## src/rtl/ramp_adc_sequencer.sv

```systemverilog
// Ramp-compare ADC sequencer: settles and steps a shared PWM ramp DAC,
// captures each comparator channel's trip code, then drains the captured
// codes in ascending channel order over a valid/ready handshake.
module ramp_adc_sequencer #(
    parameter int WIDTH         = 8,
    parameter int NUM_CH        = 5,
    parameter int STEP_DIV      = 392,
    parameter int SETTLE_CYCLES = 16,
    parameter int SYNC_STAGES   = 2
) (
    input  logic                                        clk,
    input  logic                                        reset,
    input  logic                                        start,
    input  logic                                        continuous,
    input  logic [NUM_CH-1:0]                           ch_enable,
    input  logic [NUM_CH-1:0]                           cmp_in,
    output logic [WIDTH-1:0]                            ramp_code,
    output logic                                        ramp_en,
    output logic                                        busy,
    output logic                                        result_valid,
    input  logic                                        result_ready,
    output logic [((NUM_CH > 1) ? $clog2(NUM_CH) : 1)-1:0] result_ch,
    output logic [WIDTH-1:0]                            result_code,
    output logic                                        result_ovr,
    output logic                                        frame_done
);
    localparam int CH_W    = (NUM_CH > 1) ? $clog2(NUM_CH) : 1;
    localparam int DIV_MAX = (STEP_DIV > SETTLE_CYCLES) ? STEP_DIV : SETTLE_CYCLES;
    localparam int CNT_W   = (DIV_MAX > 1) ? $clog2(DIV_MAX) : 1;

    typedef enum logic [1:0] {IDLE, SETTLE, RAMP, DRAIN} state_t;

    state_t                        state, state_nxt;
    logic [CNT_W-1:0]              div_cnt;
    logic [NUM_CH-1:0]             mask;
    logic [NUM_CH-1:0]             pend;
    logic [NUM_CH-1:0]             cap;
    logic [NUM_CH-1:0]             trip;
    logic [NUM_CH-1:0]             ovr;
    logic [NUM_CH-1:0][WIDTH-1:0]  codes;
    logic [CH_W-1:0]               sel;

    logic frame_start, rearm, clr, settle_end, step_end, at_max, all_done, ramp_last, fin, accept;

    assign frame_start = (state == IDLE) && start && (|ch_enable);
    assign rearm       = (state == DRAIN) && (pend == '0) && continuous;
    assign clr         = frame_start || rearm;
    assign settle_end  = (state == SETTLE) && (div_cnt == CNT_W'(SETTLE_CYCLES - 1));
    assign step_end    = (state == RAMP) && (div_cnt == CNT_W'(STEP_DIV - 1));
    assign at_max      = (ramp_code == '1);
    // A channel counts as done if it already captured or trips on this step.
    assign all_done    = &(cap | trip | ~mask);
    assign ramp_last   = step_end && (at_max || all_done);
    assign fin         = step_end && at_max;
    assign accept      = result_valid && result_ready;

    // Per-channel synchronizer and sticky trip capture.
    for (genvar g = 0; g < NUM_CH; g++) begin : g_ch
        logic [SYNC_STAGES-1:0] sync_q;

        // Shift the async comparator through the synchronizer chain.
        always_ff @(posedge clk or negedge reset) begin
            if (!reset) sync_q <= '0;
            else        sync_q <= {sync_q[SYNC_STAGES-2:0], cmp_in[g]};
        end

        assign trip[g] = ~sync_q[SYNC_STAGES-1];

        // First trip wins; a channel still untripped after MAX is flagged overrange.
        always_ff @(posedge clk or negedge reset) begin
            if (!reset) begin
                cap[g]   <= 1'b0;
                codes[g] <= '0;
                ovr[g]   <= 1'b0;
            end else if (clr) begin
                cap[g]   <= 1'b0;
                codes[g] <= '0;
                ovr[g]   <= 1'b0;
            end else if (step_end && mask[g] && !cap[g] && trip[g]) begin
                cap[g]   <= 1'b1;
                codes[g] <= ramp_code;
                ovr[g]   <= 1'b0;
            end else if (fin && mask[g] && !cap[g]) begin
                cap[g]   <= 1'b1;
                codes[g] <= '1;
                ovr[g]   <= 1'b1;
            end
        end
    end

    // State register.
    always_ff @(posedge clk or negedge reset) begin
        if (!reset) state <= IDLE;
        else        state <= state_nxt;
    end

    // Next-state and state-decoded outputs.
    always_comb begin
        state_nxt = state;
        busy      = (state != IDLE);
        ramp_en   = (state == SETTLE) || (state == RAMP);
        case (state)
            IDLE:    if (frame_start) state_nxt = SETTLE;
            SETTLE:  if (settle_end)  state_nxt = RAMP;
            RAMP:    if (ramp_last)   state_nxt = DRAIN;
            DRAIN:   if (pend == '0)  state_nxt = continuous ? SETTLE : IDLE;
            default: state_nxt = IDLE;
        endcase
    end

    // Cycle divider, ramp code, frame mask and drain bookkeeping.
    always_ff @(posedge clk or negedge reset) begin
        if (!reset) begin
            div_cnt   <= '0;
            ramp_code <= '0;
            mask      <= '0;
            pend      <= '0;
        end else begin
            if (clr || settle_end || step_end)         div_cnt <= '0;
            else if (state == SETTLE || state == RAMP) div_cnt <= div_cnt + CNT_W'(1);

            if (frame_start)   ramp_code <= '0;
            else if (step_end) ramp_code <= ramp_last ? '0 : ramp_code + WIDTH'(1);

            if (frame_start)                mask <= ch_enable;
            else if (rearm && |ch_enable)   mask <= ch_enable;

            if (ramp_last)   pend      <= mask;
            else if (accept) pend[sel] <= 1'b0;
        end
    end

    // Lowest pending channel is the current beat.
    always_comb begin
        sel = '0;
        for (int i = NUM_CH - 1; i >= 0; i--)
            if (pend[i]) sel = CH_W'(i);
    end

    assign result_valid = (state == DRAIN) && (pend != '0);
    assign result_ch    = sel;
    assign result_code  = result_valid ? codes[sel] : '0;
    assign result_ovr   = result_valid && ovr[sel];
    assign frame_done   = (state == DRAIN) && (pend == '0);
endmodule

```

## config.mk

```make
export PLATFORM = sky130hd
export DESIGN_NAME = ramp_adc_sequencer
export DESIGN_NICKNAME = d
export VERILOG_FILES = /design/src/rtl/ramp_adc_sequencer.sv
export SDC_FILE = /design/constraint.sdc
export NUM_CORES = 1
export LEC_CHECK = 0
export BUFFER_PORTS_ARGS = -buffer_cell sky130_fd_sc_hd__buf_4
export CORE_ASPECT_RATIO = 1.25
export CORE_MARGIN = 4
export CORE_UTILIZATION = 40
export CTS_BUF_LIST = sky130_fd_sc_hd__clkbuf_2 sky130_fd_sc_hd__clkbuf_4 sky130_fd_sc_hd__clkbuf_8
export DETAILED_ROUTE_END_ITERATION = 6
export GPL_TIMING_DRIVEN = 0
export PLACE_DENSITY_LB_ADDON = 0.08
export SYNTH_ARGS = -nofsm -noshare
export SYNTH_HDL_FRONTEND = slang
export SYNTH_SLANG_ARGS = --single-unit
```

## constraint.sdc

```tcl
create_clock -name clk -period 2.3 [get_ports clk]
set_input_delay 0.23 -clock clk [delete_from_list [all_inputs] [get_ports clk]]
set_output_delay 0.23 -clock clk [all_outputs]
set_load 0.03 [all_outputs]
```

# After elaboration in Yosys (flattened, before gate mapping)
# Index checks and enable logic that the tools add are counted.
[classes]
add_sub_neg = 2
order_cmp = 2
eq_ne = 10
muxes = 67
bitwise_logic = 10
reduce_logical = 64
[op_table]
columns = ["op", "count"]
rows = [
  ["8-bit two-way mux", 20],
  ["1-bit logical AND", 38],
  ["1-bit two-way mux", 28],
  ["8-bit binary-select mux with 3-bit select", 1],
  ["5-bit two-way mux", 4],
  ["9-bit two-way mux", 2],
  ["3-bit two-way mux", 5],
  ["3-bit nonzero test", 5],
  ["5-bit NOT", 2],
  ["5-bit OR", 2],
  ["2-bit nonzero test", 5],
  ["9-bit by 1-bit adder with 9-bit output, second input constant", 1],
  ["9-bit by 4-bit equality test with 1-bit output, second input constant", 1],
  ["9-bit equality test, second input constant", 1],
  ["8-bit by 1-bit adder with 8-bit output, second input constant", 1],
  ["8-bit equality test, second input constant", 1],
  ["2-bit two-way mux", 4],
  ["2-bit inequality test, second input constant", 4],
  ["2-bit one-hot mux with 4 select lines", 1],
  ["5-bit AND", 1],
  ["1-bit zero test", 5],
  ["5-bit zero test", 1],
  ["1-bit logical OR", 5],
  ["1-bit NOT", 5],
  ["other kinds (11)", 12],
]
[totals]
ff_bits = 89
word_cells = 180

# Logic depth before layout (Yosys ltp)
# Gate-level depths: netlist of run 1.
[depth]
word_depth = 13
depth_mapped = 8
mapped_depth_nobuf = 7

# Worst setup path after synthesis of run 1
# OpenSTA, ideal clock, no wires.
[synth_path]
path_kind = "flip-flop to output port"
start = "register pend[0]"
end = "output port result_code[6]"
arrival_time_ns = 2.236
setup_slack_ns = -0.166
stages_incl_launch_ff = 6
cell_sequence = "dfrtp_1 nor3_1 buf_2 mux4_2 mux2i_1 nor3_1"
[synth_between]
elab_chain_cells = 4
[synth_lines]
columns = ["item", "line_no", "rtl"]
rows = [
  ["from (decl)", "36", "logic [NUM_CH-1:0] pend;"],
  ["from (signal assigned)", "128", "if (ramp_last) pend <= mask;"],
  ["3-bit two-way mux", "137", "if (pend[i]) sel = CH_W'(i);"],
  ["net result_ch, one bit", "22", "output logic [((NUM_CH > 1) ? $clog2(NUM_CH) : 1)-1:0] result_ch,"],
  ["8-bit binary-select mux with 3-bit select", "142", "assign result_code = result_valid ? codes[sel] : '0;"],
  ["8-bit two-way mux (implied by the code)", "142", ""],
  ["8-bit two-way mux", "142", ""],
  ["to (decl)", "23", "output logic [WIDTH-1:0] result_code,"],
]
# The timed path passes the listed nets, and every way through them passes these cells. The select of a mux whose other input is x is not followed.

# Worst setup path in the final report of run 1
[layout_path]
start = "register pend[2]"
end = "output port result_code[6]"
[layout_between]
elab_chain_cells = 6
[layout_lines]
columns = ["item", "line_no"]
rows = [
  ["3-bit two-way mux (3 in series)", "137"],
  ["8-bit binary-select mux with 3-bit select", "142"],
  ["8-bit two-way mux (implied by the code)", "142"],
  ["8-bit two-way mux (*)", "142"],
]
# Every way passes the cells marked *; elsewhere a longest branch is shown, timed or not. The select of a mux whose other input is x is not followed.

==> flow_summary.toml, run 1 <==
[timing]
relSlewSlack = 0.2253
drv_slew = 0
worst_slack_ns = -0.1800
rsz0062_at_grt = "true"
min_period_over_period = 1.078
holdWs_ns = 0.06031
fmax_mhz = 403.2
fin_skew_ns = 0.008622
fin_setup_tns_ns = -0.7532
setup_violations = 6
hold_viol = 0
min_period_ns = 2.480
tightest_slew_ns = 1.162

[finish]
final_nets = 455
area_growth_pct = 28.71
final_common_cell = "dfrtp_1"
mostFrequentLayoutCells = "dfrtp_1, buf_4, o221a_2"
diodes = 0
drive_gt1_frac = 0.4475
final_area_mm2 = 0.005553
nFillCells = 921

[setup_path]
r2r_slack_ns = 0.05
worstPathRequired_ns = 2.07
crit_path_max_fanout = 6
endpoint_kind = "primary output"
crit_path_start_kind = "register"
arrival_ns = 2.25
setup.worst_path.class = "register to primary output"

[clocking]
clk_pin_slew_ns = 0.09
cts-htree-levels = 3
cts_sinks = 89
root_buffer = "clkbuf_8"
cts.path.max_buffers = 2
cts_tree = "done"
clk_latency_ns = 0.37
numCtsBuffers = 9

[power]
leakagePower_nw = 2.596
power_mw = 4.247
powerDensity_mw_per_mm2 = 764.9
ir_drop_mv = 0.7415

[die]
io_pins = 39
die_w_um = 100.9
die_h_um = 124.1
start_util = 0.4084
die-area_mm2 = 0.01252
core_area_mm2 = 0.01056
rows = 42

[job]
cap_violations = 0

[drt]
ant_nets = 0
drt_iter0_markers = 152
drc = 0
wl_um = 11570
post_drt_wl_per_cell_um = 20.30
vias_per_cell = 5.630
firstDrtPassIters = 4
num_vias = 3209

[yosys]
yosysWarningCount = 0
synth_cell_types = 52
synth_area_per_cell_um2 = 12.29
async_flop_share = 1.000
synthTopCellsByArea = "dfrtp_1, o221a_2, mux2i_1"
netlist.area_leader.share = 0.5162
ys_seq_area_frac = 0.5162
synth_ff_type = "dfrtp_1"
syn_inst = 351
syn-cell-area_mm2 = 0.004314
syn_nets = 373
synth-edff-count = 0
synth_seq_cells = 89
yosys.area.top_type = "dfrtp_1"

[run_status]
violations = "negative setup slack"
outcome = "complete, but fails checks"

[grt]
grt_overflow = 0
track_usage = 0.1926
grt_busiest_layer = "met2"
grt_pass1_vias = 3231
grt_max_degree = 90
grt_first_pass_wirelength_um = 18100
antenna_found_initial = 0
grt_use_met2 = 0.3134
grt_use_met3 = 0.02353
grtUsageMet1 = 0.2586

[hold_path]
hold_path_class = "input port to asynchronous set/reset pin"

[placed_design]
dp_slack_ns = -0.4221
hpwl_um = 7542
io_buffers = 38
place.gp.congestion = 0.7838
placed_area_mm2 = 0.004771
layer usage:
metal,vias up,routed length [um],share of wire
met5,-,0,0
met4,0,223,0.019
met3,15,518,0.045
met2,71,5788,0.50
met1,1629,5042,0.44
li1,1494,-,-
cell families (layout without fill, tap and decap cells):
kind of cell,count (synthesis),count (layout),synth area share
and+or+nand+nor,96,96,0.1172
DFF,89,89,0.5162
AOI/OAI and AO/OA,83,83,0.1984
buffers and inverters,32,119,0.03248
muxes,31,31,0.08904
xor gates and xnor gates,13,13,0.02639
adders and majority gates,7,7,0.02030
report_power, final:
| part | internal (mW) | total (mW) | switching, mW |
|---|---|---|---|
| Clock | 0.566 | 1.12 | 0.557 |
| Combinational | 0.521 | 1.31 | 0.785 |
| Sequential | 1.68 | 1.82 | 0.136 |
| Total | 2.77 | 4.25 | 1.48 |
cell usage after synthesis, types with 5 or more instances:
cell      instances
dfrtp_1          89
o221a_2          40
nor2_1           25
nand2_1          22
mux2i_1          17
buf_2            10
inv_1            10
o211a_1          10
clkbuf_1          8
mux2_2            8
nor3_1            8
xor2_1            8
ha_1              7
or3_1             7
nand2b_1          6
a211oi_2          5
mux4_2            5
o21a_1            5
o21ai_0           5
xnor2_1           5
cell type report:
cell class              instances  area, um2  area share
inverters                      11      46.29    0.008337
plain buffers                  15      87.58     0.01577
repair buffers                 76      670.6      0.1208
repair inverters                1      6.256    0.001127
multi-input cells             230       2145      0.3862
clock buffers                  13      160.2     0.02884
clock inverters                 3      40.04    0.007210
flip-flops and latches         89       2232      0.4020
well taps                     132      165.2     0.02974
sequential cells by signal, indices dropped and copies added, names as in the netlist:
name / flops
cap: 5
codes: 40
div_cnt: 9
g_ch.sync_q: 10
mask: 5
ovr: 5
pend: 5
ramp_code: 8
state: 2
path summary, 6_finish.rpt:
path | startpoint | end | cells past startpoint
min | reset | codes[23]$_DFFE_PN0P_ | 1
max in group asynchronous | reset | ramp_code[1]$_DFFE_PN0P_ | 1
max | pend[2]$_DFFE_PN0P_ | result_code[6] | 8
min in group clk | ch_enable[3] | mask[3]$_DFFE_PN0P_ | 2
min reg2reg | g_ch[0].sync_q[0]$_DFF_PN0_ | g_ch[0].sync_q[1]$_DFF_PN0_ | 0
max reg2reg | pend[1]$_DFFE_PN0P_ | state[1]$_DFFE_PN0P_ | 8
repair_timing:
item                                   in CTS  in global routing
endpoints found under the hold margin       5                  0
hold buffers                                5                  0
gates resized for setup                    33                 33
setup endpoints to repair                  63                 31
setup buffers                              20                 13
pin swaps                                   7                  7
gates cloned                                0                  1
through the flow:
stage / util / instances
after floorplan: - / 351
after global placement: 0.4517 / 521
after detailed placement: 0.4517 / 521
after CTS: 0.5070 / 558
after global routing: 0.5257 / 570
final: 0.5257 / 570
critical path, stage by stage (launching register included):
cell      delay [ns]
dfrtp_2         0.45
nand2b_4        0.16
a21oi_4         0.17
buf_4           0.15
buf_6           0.09
mux4_2          0.47
mux2i_1         0.18
nor3_2          0.05
buf_4           0.18
Power figures use the tool's default switching activity.
==> run 2: changes to the inputs <==
Settings changed: REMOVE_ABC_BUFFERS from default to 1.
==> flow_summary.toml, run 2 (same netlist as run 1, synthesis figures left out) <==
[run_status]
outcome = "complete, but fails checks"
violations = "negative setup slack"

[timing]
min_period_ns = 2.495
min_period_over_period = 1.085
fin_skew_ns = 0.009351
rsz0062_at_grt = "true"
drv_slew = 0
worst_slack_ns = -0.1951
fmax_mhz = 400.8
tightest_slew_ns = 1.122
fin_setup_tns_ns = -0.6413
relSlewSlack = 0.2518
setup_violations = 5
hold_viol = 0

[finish]
final_common_cell = "dfrtp_1"
nFillCells = 924
regMostFlops = "codes"
largest_register_ffs = 40
mostFrequentLayoutCells = "dfrtp_1, buf_4, o221a_2"
diodes = 0
final_area_mm2 = 0.005540
area_growth_pct = 28.42
drive_gt1_frac = 0.4416
instances_no_fill = 560
final_nets = 446
final_util = 0.5245
reg.largest.list = "codes (40), g_ch.sync_q (10), div_cnt (9)"

[power]
internal-power_mw = 2.721
switching_share = 0.3552
clkPwrFrac = 0.255
power_mw = 4.219
p_sw_mw = 1.499
ir_drop_mv = 0.6793
powerDensity_mw_per_mm2 = 761.6
power_frac_seq = 0.438
p_comb_frac = 0.307
leakagePower_nw = 2.532

[die]
core_area_mm2 = 0.01056
die_h_um = 124.1
die-area_mm2 = 0.01252
die_w_um = 100.9
io_pins = 39
rows = 42
start_util = 0.4084

[clocking]
cts_sinks = 89
cts-htree-levels = 3
root_buffer = "clkbuf_8"
clk_latency_ns = 0.36
cts_tree = "done"
clk_pin_slew_ns = 0.08
cts.path.max_buffers = 2
numCtsBuffers = 9

[drt]
drc = 0
firstDrtPassIters = 5
vias_per_cell = 5.670
wl_um = 11240
post_drt_wl_per_cell_um = 20.08
num_vias = 3175
ant_nets = 0
drt_iter0_markers = 162

[grt]
grt_first_pass_wirelength_um = 18060
antenna_found_initial = 0
grt_overflow = 0
grt_pass1_vias = 3317
track_usage = 0.1896
grt_max_degree = 90

[setup_path]
crit_path_max_fanout = 6
worstPathRequired_ns = 2.07
path_cells = "nand2b_4, a21oi_4, buf_12, mux4_2, mux2i_1, nor3_1, buf_4"
crit_path_start_kind = "register"
arrival_ns = 2.27
endpoint_kind = "primary output"
critPathBufInv = 2
max_stage_delay_ns = 0.51
cp_top_family = "multiplexers"
cp_slowest_cell = "mux4_2"
setup.worst_path.class = "register to primary output"

[hold_path]
hold_path_class = "input port to asynchronous set/reset pin"

[placed_design]
dpl.cell_count = 501
place.gp.congestion = 0.7382
hpwl_um = 6999
placed_area_mm2 = 0.004682
io_buffers = 38

[job]
cap_violations = 0
[run 2: area by class of cell]
| cell class | instances | area (um2) | share of cell area |
|---|---|---|---|
| Sequential cell | 89 | 2235 | 0.4033 |
| Multi-Input combinational cell | 232 | 2168 | 0.3914 |
| Timing Repair Buffer | 81 | 738.2 | 0.1332 |
| Tap cell | 132 | 165.2 | 0.02981 |
| Clock buffer | 10 | 131.4 | 0.02371 |
| Clock inverter | 5 | 57.56 | 0.01039 |
| Inverter | 11 | 45.04 | 0.008130 |
[run 2: power groups by stage]
stage / Sequential [mW] / Clock, mW / Combinational, mW
floorplan: 1.83 / 0 / 0.775
global placement: 1.85 / 0 / 1.09
detailed placement: 1.86 / 0 / 1.10
CTS: 1.84 / 1.12 / 1.25
global route: 1.87 / 1.16 / 1.42
finish: 1.85 / 1.07 / 1.30
[run 2: final timing paths]
path / startpoint / to / slack, ns / depth (start not counted)
worst max-delay path: pend[2]$_DFFE_PN0P_ / result_code[0] / -0.20 / 7
worst min-delay path: reset / codes[37]$_DFFE_PN0P_ / 0.08 / 1
worst max register to register: pend[0]$_DFFE_PN0P_ / state[1]$_DFFE_PN0P_ / 0.06 / 7
worst min register to register: g_ch[0].sync_q[0]$_DFF_PN0_ / g_ch[0].sync_q[1]$_DFF_PN0_ / 0.36 / 0
max in group asynchronous: reset / pend[0]$_DFFE_PN0P_ / 1.43 / 1
min in group clk: ch_enable[4] / mask[4]$_DFFE_PN0P_ / 0.11 / 2
[run 2: routing by layer]
| layer | vias to the layer above | global-route usage | part of all wire |
|---|---|---|---|
| met5 | - | 0 | 0 |
| li1 | 1476 | - | - |
| met4 | 0 | 0.08728 | 0.023 |
| met1 | 1611 | 0.2548 | 0.45 |
| met2 | 72 | 0.3056 | 0.49 |
| met3 | 16 | 0.02465 | 0.041 |
[run 2: repair_timing]
action	in CTS	in global routing
gates resized for setup	30	24
cloned	2	0
setup endpoints to repair	87	60
setup buffers	22	15
hold buffers	5	0
hold endpoints to repair	5	0
pin swaps	8	9
[run 2: stage by stage]
| step | hold slack (ns) | worst slack, ns |
|---|---|---|
| after floorplan | -0.06559 | -1.389 |
| after global placement | 0.3335 | -1.594 |
| after detailed placement | 0.3406 | -1.055 |
| after CTS | 0.08950 | -0.1990 |
| after global routing | 0.1017 | -0.2746 |
| final | 0.07577 | -0.1951 |
==> run 3: changes to the inputs <==
Settings changed: BUFFER_PORTS_ARGS -buffer_cell sky130_fd_sc_hd__buf_4 to default, DONT_BUFFER_PORTS from default to 1.
==> flow_summary.toml, run 3 (same netlist as run 1, synthesis figures left out) <==
[run_status]
outcome = "complete, but fails checks"
violations = "negative setup slack"

[grt]
antenna_found_initial = 0
grt_use_met2 = 0.3167
grtUsageMet1 = 0.2523
grt_first_pass_wirelength_um = 18250
grt_use_met3 = 0.04818
grt_pass1_vias = 3195
grt_overflow = 0
track_usage = 0.1958
grt_busiest_layer = "met2"
grt_max_degree = 90

[drt]
drc = 0
firstDrtPassIters = 4
drt_iter0_markers = 154
ant_nets = 0
num_vias = 3105
vias_per_cell = 5.881
wl_um = 11580
post_drt_wl_per_cell_um = 21.93

[finish]
instances_no_fill = 528
reg.largest.list = "codes (40), g_ch.sync_q (10), div_cnt (9)"
largest_register_ffs = 40
register_area_mm2 = 0.002237
drive_gt1_frac = 0.4217
final_nets = 413
nFillCells = 930
mostFrequentLayoutCells = "dfrtp_1, o221a_2, nor2_1"
final_area_mm2 = 0.005428
area_growth_pct = 25.81
regMostFlops = "codes"
final_common_cell = "dfrtp_1"
final_util = 0.5139
multi_input_area_mm2 = 0.002298
diodes = 0

[placed_design]
dp_slack_ns = -0.9890
io_buffers = 0
place.gp.congestion = 0.7421
placed_area_mm2 = 0.004412
dpl.cell_count = 464
hpwl_um = 6864

[die]
die_w_um = 100.9
start_util = 0.4084
rows = 42
core_area_mm2 = 0.01056
die_h_um = 124.1
io_pins = 39
die-area_mm2 = 0.01252

[timing]
worst_slack_ns = -0.3311
setup_violations = 9
fin_skew_ns = 0.01080
min_period_ns = 2.631
hold_viol = 0
tightest_slew_ns = 0.7759
drv_slew = 0
rsz0062_at_grt = "true"
fmax_mhz = 380.1
relSlewSlack = 0.4811
min_period_over_period = 1.144

[setup_path]
r2r_slack_ns = 0.05
endpoint_kind = "primary output"
critPathBufInv = 0
crit_path_max_fanout = 8
timing.rr.start = "pend[2]$_DFFE_PN0P_"
reg2reg_to = "state[1]$_DFFE_PN0P_"
max_stage_delay_ns = 0.63
crit_path_start = "pend[2]$_DFFE_PN0P_"
worstRegToRegCells = 6
cp_slowest_cell = "mux4_2"
path_depth = 5
cp_top_family = "multiplexers"
crit_path_start_kind = "register"
setup.worst_path.class = "register to primary output"
path_cells = "nand2b_4, a21oi_4, mux4_2, mux2i_4, nor3_4"
worstPathRequired_ns = 2.07
arrival_ns = 2.40
critPathCapture = "result_code[0]"

[clocking]
clk_latency_ns = 0.36
clk_pin_slew_ns = 0.09
numCtsBuffers = 9
cts_sinks = 89
root_buffer = "clkbuf_8"
cts.path.max_buffers = 2
cts-htree-levels = 3
cts_tree = "done"

[power]
leakagePower_nw = 2.310
powerDensity_mw_per_mm2 = 782.4
power_mw = 4.246
ir_drop_mv = 0.7506

[job]
cap_violations = 0

[hold_path]
hold_path_class = "input port to register"
worstHoldStart = "ch_enable[0]"
==> run 3: worst min path at each step <==
stage	endpoint	slack [ns]	depth (start not counted)
floorplan	cap[0]$_DFFE_PN0P_	-0.07	0
global placement	codes[37]$_DFFE_PN0P_	-0.06	0
detailed placement	codes[37]$_DFFE_PN0P_	-0.06	0
CTS	codes[35]$_DFFE_PN0P_	-0.46	0
global route	mask[0]$_DFFE_PN0P_	0.002	1
finish	mask[0]$_DFFE_PN0P_	0.02	1
==> run 3: report_power, final <==
group	internal, mW	leakage (nW)	switching (mW)	total, mW
logic	0.488	1.02	0.776	1.26
clock network	0.566	0.108	0.549	1.12
registers	1.68	1.18	0.187	1.87
total	2.74	2.31	1.51	4.25
==> run 3: cell type report <==
| cell class | instances | share of cell area |
|---|---|---|
| clock buffer | 13 | 0.02951 |
| clock inverter | 3 | 0.007377 |
| inverter | 11 | 0.009221 |
| multi-input combinational | 234 | 0.4235 |
| sequential | 89 | 0.4122 |
| tap | 132 | 0.03043 |
| timing repair buffer | 46 | 0.08783 |
==> run 3: layer usage <==
| metal | share of wire | up-vias |
|---|---|---|
| met3 | 0.052 | 9 |
| met5 | 0 | - |
| met2 | 0.50 | 71 |
| li1 | - | 1420 |
| met1 | 0.44 | 1605 |
| met4 | 0.011 | 0 |
==> run 3: repair_timing <==
| item | CTS | global route |
|---|---|---|
| gates cloned | 2 | 2 |
| hold endpoints to repair | 98 | 89 |
| setup endpoints to repair | 88 | 82 |
| hold buffers | 9 | 2 |
| resized for setup | 66 | 12 |
| buffers inserted | 21 | 12 |
| pin swaps | 10 | 11 |
==> run 3: per-stage QoR <==
stage                     TNS [ns]  hold slack (ns)
after global routing        -3.654         0.002368
after detailed placement    -46.04         -0.06201
after global placement      -63.21         -0.06299
after CTS                   -7.553          -0.4597
after floorplan             -13.13         -0.06559
final                       -2.510          0.02199
